[src/rtl/vm_pkg.sv]
`default_nettype none
// +----------------------------------------------------------------------+
// | vm_pkg : state encoding, coin values and price lookup for vending    |
// | Revision: 1.0                                                        |
// +----------------------------------------------------------------------+
package vm_pkg;

   localparam logic [1:0] ST_IDLE   = 2'd0;
   localparam logic [1:0] ST_CREDIT = 2'd1;
   localparam logic [1:0] ST_VEND   = 2'd2;
   localparam logic [1:0] ST_CHANGE = 2'd3;

   localparam int V5  = 5;
   localparam int V10 = 10;

   function automatic int price_lookup(input logic [1:0] id,
                                       input int p0, input int p1,
                                       input int p2, input int p3);
      int r;
      r = p0;
      case (id)
         2'd1:    r = p1;
         2'd2:    r = p2;
         2'd3:    r = p3;
         default: r = p0;
      endcase
      return r;
   endfunction

endpackage
`default_nettype wire

[src/rtl/vm_change_pacer.sv]
`default_nettype none
// +----------------------------------------------------------------------+
// | vm_change_pacer : alternating 5-unit change pulses, done on last one |
// | Revision: 1.0                                                        |
// +----------------------------------------------------------------------+
module vm_change_pacer
   import vm_pkg::*;
#(
   parameter int CREDIT_W = 7
) (
   input  logic                _clk,
   input  logic                _rst,
   input  logic                active,
   input  logic [CREDIT_W-1:0] credit,
   output logic                pulse,
   output logic                done
);

   localparam logic [CREDIT_W-1:0] c_V5 = CREDIT_W'(V5);

   logic r_gap;

   always_ff @(posedge _clk or posedge _rst) begin
      if (_rst)         r_gap <= 1'b0;
      else if (!active) r_gap <= 1'b0;
      else              r_gap <= pulse;
   end

   assign pulse = active && !r_gap && (credit >= c_V5);
   assign done  = active && ((credit < c_V5) || (pulse && (credit == c_V5)));

endmodule
`default_nettype wire

[src/rtl/vend_sequencer.sv]
`default_nettype none
// +----------------------------------------------------------------------+
// | vend_sequencer : credit / vend handshake / change controller         |
// | Optional inactivity refund when VM_TIMEOUT_EN is defined             |
// | Revision: 1.0                                                        |
// +----------------------------------------------------------------------+
module vend_sequencer #(
   parameter int CREDIT_W       = 7,
   parameter int MAX_CREDIT     = 60,
   parameter int PRICE0         = 15,
   parameter int PRICE1         = 20,
   parameter int PRICE2         = 25,
   parameter int PRICE3         = 40,
   parameter int TIMEOUT_CYCLES = 1024
) (
   input  logic                _clk,
   input  logic                _rst,
   input  logic                c5,
   input  logic                c10,
   input  logic                sel_valid,
   input  logic [1:0]          sel_id,
   input  logic                cancel,
   input  logic                dispense_ready,
   output logic                vend_valid,
   output logic [1:0]          vend_id,
   output logic                change5,
   output logic                coin_reject,
   output logic [CREDIT_W-1:0] credit,
   output logic [1:0]          s
);
   import vm_pkg::*;

   localparam int c_SW = CREDIT_W + 1;

   logic [1:0]          r_state, w_next;
   logic [CREDIT_W-1:0] r_credit, w_remain;
   logic [1:0]          r_vend_id;
   logic                r_coin_reject;
   logic [c_SW-1:0]     w_coin_val, w_sum, w_price;
   logic                w_coin_any, w_coin_ok, w_sel_ok;
   logic                w_pulse, w_done, w_timeout;

   // A simultaneous c5/c10 pair is evaluated as one 15-unit event.
   always_comb begin
      w_coin_val = '0;
      if (c5)  w_coin_val = w_coin_val + c_SW'(V5);
      if (c10) w_coin_val = w_coin_val + c_SW'(V10);
   end

   assign w_coin_any = c5 | c10;
   assign w_coin_ok  = w_coin_any
                     && ((r_state == ST_IDLE) || (r_state == ST_CREDIT))
                     && (({1'b0, r_credit} + w_coin_val) <= c_SW'(MAX_CREDIT));
   assign w_sum      = {1'b0, r_credit} + (w_coin_ok ? w_coin_val : '0);
   assign w_price    = c_SW'(price_lookup(sel_id, PRICE0, PRICE1, PRICE2, PRICE3));
   assign w_sel_ok   = (r_state == ST_CREDIT) && sel_valid && (w_sum >= w_price);
   assign w_remain   = CREDIT_W'(w_sum - w_price);

   vm_change_pacer #(.CREDIT_W(CREDIT_W)) u_pacer (
      ._clk   (_clk),
      ._rst   (_rst),
      .active (r_state == ST_CHANGE),
      .credit (r_credit),
      .pulse  (w_pulse),
      .done   (w_done)
   );

`ifdef VM_TIMEOUT_EN
   localparam int c_TO_W = $clog2(TIMEOUT_CYCLES + 1);

   logic [c_TO_W-1:0] r_to_cnt;
   logic              w_activity;

   assign w_activity = w_coin_ok | sel_valid | cancel;

   always_ff @(posedge _clk or posedge _rst) begin
      if (_rst)                                      r_to_cnt <= '0;
      else if ((r_state != ST_CREDIT) || w_activity) r_to_cnt <= '0;
      else                                           r_to_cnt <= r_to_cnt + 1'b1;
   end

   assign w_timeout = (r_state == ST_CREDIT) && !w_activity
                    && (r_to_cnt == c_TO_W'(TIMEOUT_CYCLES - 1));
`else
   assign w_timeout = 1'b0;
`endif

   always_ff @(posedge _clk or posedge _rst) begin
      if (_rst) r_state <= ST_IDLE;
      else      r_state <= w_next;
   end

   always_comb begin
      w_next = r_state;
      case (r_state)
         ST_IDLE:   if (w_coin_ok) w_next = ST_CREDIT;
         ST_CREDIT: begin
            if (w_sel_ok)                w_next = ST_VEND;
            else if (cancel || w_timeout) w_next = ST_CHANGE;
         end
         ST_VEND:   if (dispense_ready) w_next = (r_credit != '0) ? ST_CHANGE : ST_IDLE;
         ST_CHANGE: if (w_done) w_next = ST_IDLE;
         default:   w_next = ST_IDLE;
      endcase
   end

   always_ff @(posedge _clk or posedge _rst) begin
      if (_rst) begin
         r_credit      <= '0;
         r_vend_id     <= '0;
         r_coin_reject <= 1'b0;
      end else begin
         r_coin_reject <= w_coin_any & ~w_coin_ok;
         if (w_sel_ok) begin
            r_credit  <= w_remain;
            r_vend_id <= sel_id;
         end else if (w_coin_ok) begin
            r_credit <= w_sum[CREDIT_W-1:0];
         end else if (w_pulse) begin
            r_credit <= r_credit - CREDIT_W'(V5);
         end
      end
   end

   always_comb begin
      vend_valid  = (r_state == ST_VEND);
      vend_id     = r_vend_id;
      change5     = w_pulse;
      coin_reject = r_coin_reject;
      credit      = r_credit;
      s           = r_state;
   end

endmodule
`default_nettype wire

[config.mk]
export PLATFORM = sky130hd
export DESIGN_NAME = vend_sequencer
export DESIGN_NICKNAME = d
export VERILOG_FILES = /design/src/rtl/vm_pkg.sv /design/src/rtl/vm_change_pacer.sv /design/src/rtl/vend_sequencer.sv
export SDC_FILE = /design/constraint.sdc
export NUM_CORES = 1
export LEC_CHECK = 0
export ABC_AREA = 1
export BUFFER_PORTS_ARGS = -buffer_cell sky130_fd_sc_hd__buf_2
export CORE_MARGIN = 4
export CORE_UTILIZATION = 40
export CTS_CLUSTER_SIZE = 14
export DETAILED_ROUTE_END_ITERATION = 8
export GPL_TIMING_DRIVEN = 0
export PLACE_DENSITY = 0.63
export SLEW_MARGIN = 20
export SYNTH_ARGS = -nofsm -noshare
export SYNTH_HDL_FRONTEND = slang
export SYNTH_SLANG_ARGS = --single-unit
export TNS_END_PERCENT = 10
[constraint.sdc]
create_clock -name _clk -period 5.15 [get_ports _clk]
set_input_delay 0.515 -clock _clk [delete_from_list [all_inputs] [get_ports _clk]]
set_output_delay 0.515 -clock _clk [all_outputs]
set_load 0.05 [all_outputs]
==> results_dict.tcl, run 1 <==
set metrics [dict create \
    final_cell_mix "nand2_1 (80), inv_1 (45), nor2_1 (26), buf_2 (22), nand3_1 (19)" \
    async_flop_share_pct 100 \
    startpoint "credit[0]$_DFFE_PP0P_" \
    relSlewSlack_pct 65.4 \
    drive_above_1_share_pct 15.8 \
    clockBufferDepth 2 \
    antenna-diode-count 0 \
    hold_violations 0 \
    track_usage_pct 16.6 \
    io_buffers 22 \
    rows 24 \
    wl_per_cell_um 12.1 \
    antenna_found_initial 0 \
    clkSinkCount 13 \
    clock_latency_ns 0.25 \
    dr.pass1.iters 4 \
    grt_max_degree 14 \
    cts_buffers 3 \
    gr-total-overflow 0 \
    grt_pass1_vias 1617 \
    cts_resized 0 \
    post_cts_buffers 0 \
    synth.distinct_cells 35 \
    gp_congestion 0.882 \
    antenna_left 0 \
    worstPathRequired_ns 5.27 \
    tritoncts "done" \
    start_util_pct 41.3 \
    drt-initial-drc-count 122 \
    cts.clk_slew.worst_paths_ns 0.06 \
    io_pins 23 \
    reg2reg_from "credit[0]$_DFFE_PP0P_" \
    rsz0062_at_grt "no" \
    syn-num-nets 312 \
    multi_input_area_mm2 0.00125 \
    ys_warn_count 0 \
    max_freq_ghz 0.216 \
    drcViolationCount 0 \
    setup_tns_ns 0 \
    die_x_um 75.1 \
    htree_levels 1 \
    outcome "finished, final reports clean" \
    end_kind "flop" \
    root_buffer "clkbuf_8" \
    design.core.area_mm2 0.00435 \
    grt_pass1_wl_um 7400 \
    tightest_slew_ns 0.518 \
    maxCapViolCount 0 \
    hold_buffers 0 \
    synth_edf_count 0 \
    seq_area_frac_synth_pct 18.1 \
    setup_viol 0 \
    mostFrequentLayoutCell "nand2_1" \
    min_period_over_period_pct 89.7 \
    min_path_type "input port to async pin" \
    regArea_um2 325 \
    hpwlAfterDp_um 3530 \
    crit_type "flop to flop" \
    worstSetupStartpointType "flop" \
    cp.arrival_ns 4.74 \
    maxSlewViolCount 0 \
    nFillCells 458 \
    netlist_area_mm2 0.00180 \
    synth_area_leaders "dfrtp_1 (18%), nand2_1 (17%), ha_1 (12%)" \
    viasPerCell 4.96 \
    syn2layout_area_growth_pct 12.2 \
    critPathMaxFanout 10 \
    final_net_count 339 \
    num_vias 1796 \
    wirelength_um 4380 \
    postSynthCellCount 284 \
    min_period_ns 4.62 \
    fin_skew_ns 0.00899 \
    final_core_util_pct 46.4 \
    ys.flop_type "dfrtp_1" \
    synth-seq-cells 13 \
    synth_top_area_share_pct 18.1 \
    avgSynthCellArea_um2 6.34 \
    synth_largest_area_cell "dfrtp_1" \
    die-area_mm2 0.00563 \
    die_h_um 75.1 \
]
[cells in the mapped netlist, types with 2 or more instances]
master and number:
a21oi_1 9, buf_6 3, dfrtp_1 13, fa_1 2, ha_1 17, inv_1 45, inv_2 3, nand2_1 80
nand2_2 6, nand2_4 2, nand3_1 19, nand4_1 9, nor2_1 26, nor2_2 2, nor3_1 3, o21ai_0 10
o21ai_1 8, o31ai_1 2, xor2_1 9
[worst max-delay path, stage by stage (launching register included)]
cell	delay, ns
dfrtp_1	0.45
ha_1	0.27
fa_1	0.44
nand3_1	0.13
nand2_1	0.08
nand3_1	0.07
nand2_1	0.09
nor3_4	0.28
nand4_2	0.16
nand2_1	0.12
inv_2	0.04
ha_1	0.18
inv_1	0.05
nand2_1	0.08
xor2_1	0.25
ha_1	0.32
nand2_1	0.08
inv_1	0.05
a221o_1	0.33
a21oi_1	0.16
o21bai_1	0.12
nor2_2	0.13
nand2_2	0.07
nand2_4	0.13
buf_6	0.16
o21ai_1	0.07
o21ai_1	0.12
nand2_1	0.08
[state kept, by name, indices dropped and copies added, names as in the netlist]
name / flops
u_pacer.r_gap: 1
coin_reject: 1
credit: 7
s: 2
vend_id: 2
[logic make-up (layout without fill, tap and decap cells)]
family	count (synthesis)	in the layout	synth area share (%)
buffers and inverters	53	79	12.5
flip-flops	13	13	18.1
XOR/XNOR	10	10	4.87
adder cells (fa/ha/maj)	19	19	14.0
AO/OA/AOI/OAI	38	38	12.6
AND/OR/NAND/NOR	151	151	37.9
[cell type report]
class / instances / area share (%)
multi-input combinational: 218 / 61.8
inverter: 49 / 9.11
timing repair buffer: 22 / 5.45
sequential: 13 / 16.1
buffer: 4 / 2.04
tap: 52 / 3.22
clock buffer: 4 / 2.23
[layer usage]
layer	vias up	global-route usage, %	share of wire, %
li1	962	-	-
met1	802	23.2	49
met2	28	27.4	47
met3	4	2.14	3.7
met4	0	2.96	0.78
met5	-	0	0
[path summary, 6_finish.rpt]
| path | endpoint | slack [ns] | cells past startpoint |
|---|---|---|---|
| worst max-delay path | credit[4]$_DFFE_PP0P_ | 0.53 | 27 |
| worst min-delay path | credit[3]$_DFFE_PP0P_ | 0.29 | 2 |
| worst max register to register | credit[4]$_DFFE_PP0P_ | 0.53 | 27 |
| worst min register to register | vend_id[0]$_DFFE_PP0P_ | 0.48 | 2 |
| max in group asynchronous | coin_reject$_DFF_PP0_ | 4.51 | 2 |
| min in group _clk | vend_id[0]$_DFFE_PP0P_ | 0.48 | 2 |
[stage by stage]
stage / hold WS (ns) / area [um^2] / cells / worst slack, ns
CTS: 0.326 / 2020 / 362 / 0.543
detailed placement: 0.469 / 1970 / 358 / 0.356
global route: 0.351 / 2020 / 362 / 0.163
finish: 0.288 / 2020 / 362 / 0.531
floorplan: 0.392 / 1800 / 284 / 0.843
global placement: 0.464 / 1970 / 358 / 0.393
Power of run 1 is not shown: default switching activity piles up to over one toggle a cycle in this logic, so the estimate is an artifact.
==> inputs of run 2 (changes only) <==
CORE_UTILIZATION = 42   (was 40)
PLACE_DENSITY = 0.65   (was 0.63)
==> run 2 against run 1 <==
Effect of this change: worst hold slack improved by 0.025 ns; wire length stayed put; first-iteration DRC count increased by 7.4%; worst setup slack improved by 0.082 ns; core utilization grew 3.3 points; register-to-register slack better by 0.08 ns; sequential share of layout area about the same; critical path depth stayed put; count of clock-buffer cells in the layout unchanged; final area is 0.12% lower; critical path type unchanged; critical endpoint unchanged; highest routed layer unchanged.
==> results_dict.tcl, run 2 (synthesis results as in run 1) <==
set metrics [dict create \
    hpwlAfterDp_um 3580 \
    outcome "finished, final reports clean" \
    io_buffers 22 \
    cts.clk_slew.worst_paths_ns 0.06 \
    antenna-diode-count 0 \
    start_util_pct 44.3 \
    drcViolationCount 0 \
    fin_skew_ns 0.00683 \
    maxCapViolCount 0 \
    mostFrequentLayoutCell "nand2_1" \
    end_kind "flop" \
    cts_buffers 3 \
    syn2layout_area_growth_pct 12.1 \
    hold_buffers 0 \
    relSlewSlack_pct 62.2 \
    nFillCells 451 \
    gp_congestion 0.927 \
    design.core.area_mm2 0.00406 \
    gr-total-overflow 0 \
    clkSinkCount 13 \
    max_freq_ghz 0.220 \
    tightest_slew_ns 0.567 \
    timing.final.ws_setup_ns 0.613 \
    wl_per_cell_um 12.2 \
    setup_viol 0 \
    die_x_um 73.5 \
    min_path_type "input port to async pin" \
    worst_hold_slack_ns 0.313 \
    final_cell_mix "nand2_1 (80), inv_1 (45), nor2_1 (26), buf_2 (22), nand3_1 (19)" \
    io_pins 23 \
    die-area_mm2 0.00539 \
    root_buffer "clkbuf_8" \
    num_vias 1801 \
    rows 23 \
    grt_pass1_wl_um 7430 \
    grt_max_degree 14 \
    htree_levels 1 \
    worstSetupStartpointType "flop" \
    critPathMaxFanout 10 \
    grt_pass1_vias 1604 \
    clockBufferDepth 2 \
    track_usage_pct 17.5 \
    setup_tns_ns 0 \
    dpl_worst_slack_ns 0.411 \
    dr.pass1.iters 4 \
    rsz0062_at_grt "no" \
    drt-initial-drc-count 131 \
    post_cts_buffers 0 \
    final_net_count 339 \
    hold_violations 0 \
    largest_reg_flops 7 \
    maxSlewViolCount 0 \
    viasPerCell 5.00 \
    clock_latency_ns 0.25 \
    crit_type "flop to flop" \
    wirelength_um 4380 \
    antenna_found_initial 0 \
    cp.arrival_ns 4.67 \
    drive_above_1_share_pct 15.8 \
    tritoncts "done" \
    antenna_left 0 \
    die_h_um 73.5 \
    worstPathRequired_ns 5.28 \
    min_period_ns 4.54 \
    min_period_over_period_pct 88.1 \
    cts_resized 0 \
]
-- run 2: cell counts in the layout (fill, tap and decap cells not counted) --
No cell type changed its count.
-- run 2: worst max-delay path: stages (launching register included) --
cell and delay (ns):
dfrtp_1 0.45, ha_1 0.27, fa_1 0.45, nand3_1 0.13, nand2_1 0.08, nand3_1 0.07
nand2_1 0.08, nor3_4 0.27, nand4_2 0.16, nand2_1 0.12, inv_2 0.04, ha_1 0.18
inv_1 0.05, nand2_1 0.08, xor2_1 0.25, ha_1 0.32, nand2_1 0.08, inv_1 0.05
a221o_1 0.33, a21oi_1 0.14, o21bai_1 0.11, nor2_2 0.13, nand2_2 0.07, nand2_4 0.12
buf_6 0.16, o21ai_1 0.07, o21ai_1 0.11, nand2_1 0.06
-- run 2: layout make-up --
type                    count  area, um^2  share of cell area, %
clock buffers               4        45.0                   2.23
well taps                  50        62.6                   3.10
repair buffers             22         110                   5.46
inverters                  49         184                   9.12
multi-input cells         218        1250                   61.9
plain buffers               4        41.3                   2.05
flip-flops and latches     13         325                   16.1
-- run 2: path summary, 6_finish.rpt --
check	slack [ns]	depth (start not counted)	startpoint	to
setup / recovery	0.61	27	credit[0]$_DFFE_PP0P_	credit[4]$_DFFE_PP0P_
hold reg to reg	0.48	2	vend_id[0]$_DFFE_PP0P_	vend_id[0]$_DFFE_PP0P_
min in group _clk	0.48	2	vend_id[0]$_DFFE_PP0P_	vend_id[0]$_DFFE_PP0P_
max in group asynchronous	4.46	2	_rst	credit[4]$_DFFE_PP0P_
setup reg to reg	0.61	27	credit[0]$_DFFE_PP0P_	credit[4]$_DFFE_PP0P_
hold / removal	0.31	2	_rst	credit[3]$_DFFE_PP0P_
-- run 2: per-stage QoR --
stage	util, %	area, um^2	instances
finish	49.7	2020	360
floorplan	-	1800	284
detailed placement	48.6	1970	356
CTS	49.7	2020	360
global route	49.7	2020	360
global placement	48.6	1970	356
-- run 2: per-layer routing --
metal / routed length, um / track usage [%] / up-vias
met4: 48 / 4.02 / 0
met3: 120 / 2.46 / 6
li1: - / - / 960
met5: 0 / 0 / -
met2: 1990 / 27.0 / 21
met1: 2230 / 25.5 / 814
Power of run 2 is left out for the same reason.
